<file path="config.mk">
export PLATFORM = sky130hd
export DESIGN_NAME = fp_mul_pipe
export DESIGN_NICKNAME = d
export VERILOG_FILES = /design/src/rtl/fp_mul_pipe_pkg.sv /design/src/rtl/fp_mul_pipe_unpack.sv /design/src/rtl/fp_mul_pipe.sv
export SDC_FILE = /design/constraint.sdc
export NUM_CORES = 2
export LEC_CHECK = 0
export ABC_AREA = 1
export CORE_UTILIZATION = 58
export CTS_CLUSTER_SIZE = 40
export DETAILED_ROUTE_END_ITERATION = 10
export MAX_ROUTING_LAYER = met4
export PLACE_DENSITY = 0.86
export SYNTH_ARGS = -nofsm -noshare
export SYNTH_HDL_FRONTEND = slang
export SYNTH_SLANG_ARGS = --single-unit
export TNS_END_PERCENT = 100
</file>
<file path="constraint.sdc">
create_clock -name clk -period 8.6 [get_ports clk]
set_input_delay 1.72 -clock clk [delete_from_list [all_inputs] [get_ports clk]]
set_output_delay 1.72 -clock clk [all_outputs]
set_load 0.05 [all_outputs]
</file>
<file path="src/rtl/fp_mul_pipe_pkg.sv">
// Shared types for the pipelined IEEE-754 multiplier: operand classes, the
// special-result selector and the special-case priority function.
package fp_mul_pipe_pkg;

    typedef enum logic [1:0] {
        CLS_ZERO = 2'd0,
        CLS_NORM = 2'd1,
        CLS_INF  = 2'd2,
        CLS_NAN  = 2'd3
    } fp_class_e;

    typedef enum logic [1:0] {
        SP_NONE = 2'd0,
        SP_NAN  = 2'd1,
        SP_INF  = 2'd2,
        SP_ZERO = 2'd3
    } fp_special_e;

    localparam int FLAG_W = 4;

    // NaN beats inf*0, which beats inf*finite, which beats zero*finite.
    function automatic fp_special_e special_sel(input logic [1:0] ca, input logic [1:0] cb);
        if (ca == CLS_NAN || cb == CLS_NAN ||
            (ca == CLS_INF && cb == CLS_ZERO) || (ca == CLS_ZERO && cb == CLS_INF))
            return SP_NAN;
        if (ca == CLS_INF || cb == CLS_INF)
            return SP_INF;
        if (ca == CLS_ZERO || cb == CLS_ZERO)
            return SP_ZERO;
        return SP_NONE;
    endfunction

endpackage

</file>
<file path="src/rtl/fp_mul_pipe_unpack.sv">
// Combinational operand unpack: field split, classification and hidden-bit
// insertion. Subnormals classify as zero (denormals-are-zero).
module fp_mul_pipe_unpack
    import fp_mul_pipe_pkg::*;
#(
    parameter int EXP_W = 8,
    parameter int MAN_W = 23
) (
    input  logic [EXP_W+MAN_W:0] word,
    output logic                 sign,
    output logic [EXP_W-1:0]     exp,
    output logic [MAN_W:0]       sig,
    output logic [1:0]           cls
);

    always_comb begin
        sign = word[EXP_W+MAN_W];
        exp  = word[EXP_W+MAN_W-1:MAN_W];
        sig  = '0;
        cls  = CLS_NORM;
        if (exp == '0) begin
            cls = CLS_ZERO;
        end else if (&exp) begin
            cls = (word[MAN_W-1:0] != '0) ? CLS_NAN : CLS_INF;
        end else begin
            sig = {1'b1, word[MAN_W-1:0]};
        end
    end

endmodule

</file>
<file path="src/rtl/fp_mul_pipe.sv">
// Pipelined IEEE-754 multiplier (operand register + 3 compute stages), RNE, DAZ/FTZ,
// global stall on backpressure. Define FP_MUL_FLAGS_EN to add the {NV,OF,UF,NX} flags port.
module fp_mul_pipe
    import fp_mul_pipe_pkg::*;
#(
    parameter int EXP_W = 8,
    parameter int MAN_W = 23,
    parameter int TAG_W = 4
) (
    input  logic                 clk,
    input  logic                 rst,
    input  logic                 in_valid,
    output logic                 in_ready,
    input  logic [EXP_W+MAN_W:0] a,
    input  logic [EXP_W+MAN_W:0] b,
    input  logic [TAG_W-1:0]     in_tag,
    output logic                 out_valid,
    input  logic                 out_ready,
    output logic [EXP_W+MAN_W:0] result,
    output logic [TAG_W-1:0]     out_tag
`ifdef FP_MUL_FLAGS_EN
    ,
    output logic [FLAG_W-1:0]    flags
`endif
);

    localparam int W  = 1 + EXP_W + MAN_W;
    localparam int XW = EXP_W + 2;
    localparam int PW = 2 * MAN_W + 2;
    localparam logic signed [XW-1:0] BIAS_X    = XW'((1 << (EXP_W - 1)) - 1);
    localparam logic signed [XW-1:0] EXP_MAX_X = XW'((1 << EXP_W) - 1);
    localparam logic signed [XW-1:0] ONE_X     = XW'(1);
    localparam logic [W-1:0]         QNAN      = {1'b0, {EXP_W{1'b1}}, 1'b1, {(MAN_W-1){1'b0}}};

    function automatic logic [MAN_W+1:0] round_rne(input logic [MAN_W:0] mant,
                                                   input logic guard, input logic sticky);
        return {1'b0, mant} + (MAN_W+2)'(guard & (sticky | mant[0]));
    endfunction

    function automatic logic [W-1:0] sat_pack(input logic sign, input logic signed [XW-1:0] exp_r,
                                              input logic [MAN_W-1:0] frac, input fp_special_e sp);
        case (sp)
            SP_NAN:  return QNAN;
            SP_INF:  return {sign, {EXP_W{1'b1}}, {MAN_W{1'b0}}};
            SP_ZERO: return {sign, {(W-1){1'b0}}};
            default: ;
        endcase
        if (exp_r >= EXP_MAX_X)
            return {sign, {EXP_W{1'b1}}, {MAN_W{1'b0}}};
        if (exp_r < ONE_X)
            return {sign, {(W-1){1'b0}}};
        return {sign, exp_r[EXP_W-1:0], frac};
    endfunction

    logic en;
    logic vld_p0, vld_p1, vld_p2, vld_p3;

    logic [W-1:0]     a_p0, b_p0;
    logic [TAG_W-1:0] tag_p0, tag_p1, tag_p2;

    logic                 sign_a, sign_b;
    logic [EXP_W-1:0]     exp_a, exp_b;
    logic [MAN_W:0]       sig_a, sig_b;
    logic [1:0]           cls_a, cls_b;
    logic signed [XW-1:0] exp_s1;
    logic [PW-1:0]        prod_s1;
    fp_special_e          sp_s1;

    logic                 sign_p1;
    logic signed [XW-1:0] exp_p1;
    logic [PW-1:0]        prod_p1;
    fp_special_e          sp_p1;

    logic signed [XW-1:0] exp_s2;
    logic [MAN_W:0]       mant_s2;
    logic                 guard_s2, sticky_s2;

    logic                 sign_p2;
    logic signed [XW-1:0] exp_p2;
    logic [MAN_W:0]       mant_p2;
    logic                 guard_p2, sticky_p2;
    fp_special_e          sp_p2;

    logic [MAN_W+1:0]     rnd_s3;
    logic                 carry_s3;
    logic [MAN_W-1:0]     frac_s3;
    logic signed [XW-1:0] exp_s3;
    logic [W-1:0]         res_s3;

    assign en        = !(vld_p3 && !out_ready);
    assign in_ready  = en;
    assign out_valid = vld_p3;

    // Stage 1: unpack registered operands, exponent sum, significand product
    fp_mul_pipe_unpack #(.EXP_W(EXP_W), .MAN_W(MAN_W)) u_unpack_a (
        .word(a_p0), .sign(sign_a), .exp(exp_a), .sig(sig_a), .cls(cls_a)
    );
    fp_mul_pipe_unpack #(.EXP_W(EXP_W), .MAN_W(MAN_W)) u_unpack_b (
        .word(b_p0), .sign(sign_b), .exp(exp_b), .sig(sig_b), .cls(cls_b)
    );

    assign exp_s1  = $signed(XW'(exp_a)) + $signed(XW'(exp_b)) - BIAS_X;
    assign prod_s1 = PW'(sig_a) * PW'(sig_b);
    assign sp_s1   = special_sel(cls_a, cls_b);

    // Stage 2: normalise product into [1,2), split off guard and sticky
    always_comb begin
        exp_s2    = exp_p1;
        mant_s2   = prod_p1[PW-2:MAN_W];
        guard_s2  = prod_p1[MAN_W-1];
        sticky_s2 = |prod_p1[MAN_W-2:0];
        if (prod_p1[PW-1]) begin
            exp_s2    = exp_p1 + ONE_X;
            mant_s2   = prod_p1[PW-1:MAN_W+1];
            guard_s2  = prod_p1[MAN_W];
            sticky_s2 = |prod_p1[MAN_W-1:0];
        end
    end

    // Stage 3: round, absorb mantissa carry, saturate/flush, pack
    assign rnd_s3   = round_rne(mant_p2, guard_p2, sticky_p2);
    assign carry_s3 = rnd_s3[MAN_W+1];
    assign frac_s3  = carry_s3 ? rnd_s3[MAN_W:1] : rnd_s3[MAN_W-1:0];
    assign exp_s3   = exp_p2 + XW'(carry_s3);
    assign res_s3   = sat_pack(sign_p2, exp_s3, frac_s3, sp_p2);

`ifdef FP_MUL_FLAGS_EN
    logic nv_s1, nv_p1, nv_p2;
    logic of_s3, uf_s3, nx_s3;

    assign nv_s1 = (cls_a == CLS_INF && cls_b == CLS_ZERO) || (cls_a == CLS_ZERO && cls_b == CLS_INF) ||
                   (cls_a == CLS_NAN && !a_p0[MAN_W-1]) || (cls_b == CLS_NAN && !b_p0[MAN_W-1]);
    assign of_s3 = (sp_p2 == SP_NONE) && (exp_s3 >= EXP_MAX_X);
    assign uf_s3 = (sp_p2 == SP_NONE) && (exp_s3 < ONE_X);
    assign nx_s3 = (sp_p2 == SP_NONE) && (guard_p2 || sticky_p2 || of_s3 || uf_s3);
`endif

    always_ff @(posedge clk) begin
        if (en) begin
            a_p0      <= a;
            b_p0      <= b;
            tag_p0    <= in_tag;
            sign_p1   <= sign_a ^ sign_b;
            exp_p1    <= exp_s1;
            prod_p1   <= prod_s1;
            sp_p1     <= sp_s1;
            tag_p1    <= tag_p0;
            sign_p2   <= sign_p1;
            exp_p2    <= exp_s2;
            mant_p2   <= mant_s2;
            guard_p2  <= guard_s2;
            sticky_p2 <= sticky_s2;
            sp_p2     <= sp_p1;
            tag_p2    <= tag_p1;
`ifdef FP_MUL_FLAGS_EN
            nv_p1     <= nv_s1;
            nv_p2     <= nv_p1;
`endif
        end
    end

    always_ff @(posedge clk) begin
        if (rst) begin
            vld_p0  <= 1'b0;
            vld_p1  <= 1'b0;
            vld_p2  <= 1'b0;
            vld_p3  <= 1'b0;
            result  <= '0;
            out_tag <= '0;
`ifdef FP_MUL_FLAGS_EN
            flags   <= '0;
`endif
        end else if (en) begin
            vld_p0  <= in_valid;
            vld_p1  <= vld_p0;
            vld_p2  <= vld_p1;
            vld_p3  <= vld_p2;
            result  <= res_s3;
            out_tag <= tag_p2;
`ifdef FP_MUL_FLAGS_EN
            flags   <= {nv_p2, of_s3, uf_s3, nx_s3};
`endif
        end
    end

endmodule

</file>
== Word-level counts from Yosys, hierarchy flattened ==
Cells that the tools add are included.

* Flip-flop bits (word level): 216
* Bits of input ports: 72

* $add $sub $neg: 5
* Multiply operators: 1
* Order comparisons: 2
* Equality and inequality tests: 7
* Mux-type cells: 39
* Bitwise logic cells: 3
* Reductions and logical operators: 21

{| class="wikitable"
|+ Operators with widths
! cell !! count
|-
| 32-bit 2-to-1 mux || 5
|-
| 24-bit 2-to-1 mux || 4
|-
| 32-bit case mux with 3 select lines || 1
|-
| 24-bit by 24-bit multiplier with 48-bit output || 1
|-
| 23-bit 2-to-1 mux || 2
|-
| 23-bit nonzero test || 2
|-
| 24-bit by 1-bit adder with 25-bit output || 1
|-
| 23-bit OR reduction || 1
|-
| 22-bit OR reduction || 1
|-
| 2-bit 2-to-1 mux || 10
|-
| 8-bit logical NOT || 2
|-
| 1-bit 2-to-1 mux || 16
|-
| 8-bit AND reduction || 2
|-
| 2-bit equality test, second input constant || 6
|-
| 10-bit by 1-bit adder with 10-bit output || 1
|-
| 10-bit by 2-bit adder with 10-bit output, second input constant || 1
|-
| 10-bit by 9-bit greater-or-equal comparator with 1-bit output, second input constant || 1
|-
| 10-bit by 2-bit less-than comparator with 1-bit output, second input constant || 1
|-
| 10-bit 2-to-1 mux || 1
|-
| 9-bit by 7-bit subtractor with 10-bit output, second input constant || 1
|-
| 8-bit by 8-bit adder with 9-bit output || 1
|-
| 1-bit logical OR || 5
|-
| 2-bit logical NOT || 2
|-
| 1-bit logical AND || 3
|-
| other kinds (6) || 7
|}

== Longest topological paths before layout ==
* Word-level depth: 15
* Depth in mapped cells: 35

== Cells and area by module ==
A second synthesis with hierarchy kept.

* Cell total of the unflattened synthesis: 3724
* Area total of the unflattened synthesis: 30133.9 sq um

{| class="wikitable"
|+ By module, submodules not included
! module !! times used !! cells each !! area each (sq um) !! sequential area each (sq um)
|-
| fp_mul_pipe || 1 || 3518 || 28960.3 || 6085.8
|-
| fp_mul_pipe_unpack || 2 || 103 || 586.8 || 0.0
|}

== Least setup slack after synthesis ==
OpenSTA, ideal clock, no wires.

* Path kind: input to output
* From: input port out_ready
* To: output port in_ready
* Arrival time: 7.290 ns
* Required time: 6.880 ns
* Setup slack: -0.410 ns
* Cell stages on the path: 3
* Cell sequence: nor2_1 -> clkinv_1 -> clkbuf_1

* Cells in the longest elaborated chain, start to end: 3

{| class="wikitable"
|+ Ends and longest elaborated chain
! what !! RTL line !! source
|-
| start: declaration || fp_mul_pipe.sv:18 || <nowiki>input logic out_ready,</nowiki>
|-
| 1-bit logical NOT || fp_mul_pipe.sv:90 || <nowiki>assign en = !(vld_p3 && !out_ready);</nowiki>
|-
| 1-bit logical AND || fp_mul_pipe.sv:90 ||
|-
| 1-bit logical NOT || fp_mul_pipe.sv:90 ||
|-
| end: declaration || fp_mul_pipe.sv:13 || <nowiki>output logic in_ready,</nowiki>
|}

No other way between the ends.

== Worst setup path after layout ==
* From: register a_p0[29]
* To: register prod_p1[36] (data pin)

* Cells in the longest elaborated chain, start to end: 4
* Elaborated cells on any way between the ends: 5
* Those cells by class: mul: 1; mux: 2; reduce/logical: 2

{| class="wikitable"
|+ Ends and longest elaborated chain
! what !! RTL line !! source
|-
| start: declaration || fp_mul_pipe.sv:58 || <nowiki>logic [W-1:0] a_p0, b_p0;</nowiki>
|-
| start signal: assignment || fp_mul_pipe.sv:140 || <nowiki>a_p0 <= a;</nowiki>
|-
| 8-bit AND reduction || fp_mul_pipe_unpack.sv:23 || <nowiki>end else if (&exp) begin</nowiki>
|-
| 24-bit 2-to-1 mux || fp_mul_pipe_unpack.sv:23 ||
|-
| 24-bit 2-to-1 mux * || fp_mul_pipe_unpack.sv:21 || <nowiki>if (exp == '0) begin</nowiki>
|-
| 24-bit by 24-bit multiplier with 48-bit output * || fp_mul_pipe.sv:103 || <nowiki>assign prod_s1 = PW'(sig_a) * PW'(sig_b);</nowiki>
|-
| via prod_s1[36] || fp_mul_pipe.sv:66 || <nowiki>logic [PW-1:0] prod_s1;</nowiki>
|-
| end signal: assignment || fp_mul_pipe.sv:145 || <nowiki>prod_p1 <= prod_s1;</nowiki>
|-
| end: declaration || fp_mul_pipe.sv:71 || <nowiki>logic [PW-1:0] prod_p1;</nowiki>
|}

Mark *: on every way through the listed nets, which the timed path passes. The rest lies on a longest branch.
A chain may end at the register's enable or synchronous reset.

==> reports/qor.csv <==
metric;value;unit
status;finished clean;
PostCTS Resize Cnt;0;
Fill cells;3904;
Clock Tree Buf Depth;3;
Max Clock Skew;0.0168;ns
DR vias/cell;5.76;
Slowest cell on crit path;fa_1;
Core ar.;48100;um2
Worst Setup Start Kind;flip-flop;
TNS Setup;0;ns
cell area after synthesis;28500;um2
CTS root buffer;clkbuf_16;
clk_lat worst skew;0.58;ns
H-tree depth;1;
Hold Violations, Final;0;
top cell type's share of synthesized area;0.339;
dpl hpwl;92700;um
CTS tree;done;
crit path time final;8.15;ns
first-pass GRT wire length;159000;um
top cells by area, synth;fa_1 34%, edfxtp_1 19%, inv_1 10%;
antenna-violating nets left;0;
CP max stage delay;0.56;ns
RSZ-0062 raised after global routing;no;
Synth Register Bits;216;
Syn Area/Cell;8.59;um2
WL/cell;25.9;um
cell mode on critical path;fa_1;
Slew Limit Headroom;0.292;
Synth cell types;43;
Warnings, synthesis;0;
Syn Nets;4070;
DR vias;24440;
crit-path max FO;28;
Critical Path AT;8.48;ns
row count;80;
I/O Pins;110;
CTS clk-pin slew, worst paths;0.06;ns
Worst Hold Class;flip-flop to flip-flop;
final net count;4310;
DRC viols;0;
GRT Overall Usage;0.463;
vias in the first global route;25199;
Crit Path Category;flip-flop to flip-flop;
Die Wd;224;um
GRT Residual Overflow;0;
die area;50100;um2
Peak Freq;123;MHz
GP Congestion;1.17;
synth-to-layout area growth;13.0;%
DR pass1 iterations;6;
Initial Util;0.592;
Final Cycle Share;0.948;
Port-buffer cells;109;
initial antenna violation count;5;
largest net degree at the start of global routing;83;
Post-DP Area;31400;um2
layout cell share with drive strength beyond 1;0.0732;
final wirelength;110000;um
WHS;0.418;ns
cell type contributing the most total cell area after synthesis;fa_1;
# clock sinks;216;
Hold-fix buffers, CTS;0;
required time worst endpoint;8.93;ns
part of the Yosys area used for sequential elements;0.213;
Synth Instances;3322;
design area;32200;um2
worst slew pin tran;1.05;ns
# setup viols final;0;
Crit. End Element;flip-flop;
Num CTS Buffers;26;
Max Cap Viol;0;
Die Y;224;um
max-slew violation count;0;
post-CTS setup buffer count;0;
Starting DRT DRC Count;2613;
placed cells by master, fill, tap and decap left out, types with 16 or more instances in the layout:
cell / netlist / layout
buf_4: 4 / 162
fa_1: 483 / 483
nand4_1: 39 / 39
o21ai_0: 63 / 63
edfxtp_1: 176 / 176
a21oi_1: 86 / 86
ha_1: 193 / 193
clkdlybuf4s50_1: 0 / 109
nand3_1: 76 / 76
inv_2: 16 / 16
nor2_1: 484 / 483
dfxtp_1: 40 / 40
inv_1: 777 / 777
nor3_1: 21 / 19
xnor2_1: 19 / 19
clkbuf_16: 0 / 26
nor4_1: 20 / 20
xor2_1: 48 / 48
nand2_1: 625 / 625
critical path: cells and delay by family (launching register included):
kind                     cells  cell delay (ns)
AO/OA/AOI/OAI                1             0.24
adder cells (fa/ha/maj)      8             3.81
buffers and inverters       10             1.17
flip-flops                   1             0.43
AND/OR/NAND/NOR             13             2.23
area by class of cell:
class,instances,area (um2),area share
Clock buffer,28,658,0.0204
Sequential cell,216,6090,0.189
Clock inverter,19,170,0.00528
Tap cell,656,821,0.0255
Antenna cell,6,15.0,0.000466
Multi-Input combinational cell,2245,19200,0.595
Inverter,802,3020,0.0936
Timing Repair Buffer,271,2310,0.0716
worst paths after layout:
path	from	endpoint	slack (ns)	cells after the start
worst max register to register	a_p0[29]	prod_p1[36]	0.45	32
worst min register to register	tag_p1[0]	tag_p2[0]	0.42	0
worst max-delay path	a_p0[29]	prod_p1[36]	0.45	32
worst min-delay path	tag_p1[0]	tag_p2[0]	0.42	0
Yosys cell counts:
cell type / count
buf_1: 3
clkinv_1: 9
inv_1: 777
a21o_1: 7
nor2_1: 484
nand3_1: 76
nor4_1: 20
xnor2_1: 19
a211oi_1: 3
nor3_4: 3
buf_2: 22
clkbuf_1: 29
nor2_4: 9
dfxtp_1: 40
xor2_1: 48
nor3_1: 21
o21ai_1: 6
a21oi_1: 86
fa_1: 483
o21ai_2: 2
and2_1: 2
buf_6: 1
inv_2: 16
nand2_1: 625
buf_4: 4
a31oi_1: 5
nand2_8: 1
o21a_1: 5
nor3_2: 7
a21boi_0: 3
ha_1: 193
or2_2: 3
nand4_1: 39
edfxtp_1: 176
nor2_2: 11
nand2_2: 2
nor4_4: 1
and3_1: 2
nor3b_1: 1
o211ai_1: 3
nand3_2: 1
o21ai_0: 63
o21bai_1: 11
layer usage:
| layer | vias up | global-route usage | share of wire | routed length (um) |
|---|---|---|---|---|
| met5 | - | - | 0 | 0 |
| met4 | 0 | 0.296 | 0.083 | 9180 |
| met3 | 486 | 0.131 | 0.11 | 12600 |
| met2 | 1555 | 0.681 | 0.43 | 47400 |
| met1 | 11925 | 0.563 | 0.37 | 40800 |
| li1 | 10474 | - | - | - |
stage by stage:
stage / cells / utilization / setup slack (ns)
6_report: 4243 / 0.670 / 0.450
5_1_grt: 4243 / 0.670 / 0.140
4_1_cts: 4237 / 0.669 / 0.522
3_5_place_dp: 4190 / 0.652 / 0.525
3_3_place_gp: 4190 / 0.652 / 0.645
2_1_floorplan: 3322 / - / 1.73
state kept, by name, indices dropped and copies added, names as in the netlist, 10 cells and up:
register,count
exp_p2,10
result,32
mant_p2,24
prod_p1,48
b_p0,32
exp_p1,10
a_p0,32
cells by family after synthesis:
family                     count (synthesis)  synth area share
AOI/OAI and AO/OA                        194            0.0373
DFF                                      216             0.213
xor gates and xnor gates                  67            0.0206
and+or+nand+nor                         1308             0.190
buffers and inverters                    861             0.115
adders and majority gates                676             0.424
Power is left out: the tool's default activity adds up to more than one toggle a clock period on the data nets, which glitch-free logic cannot reach.
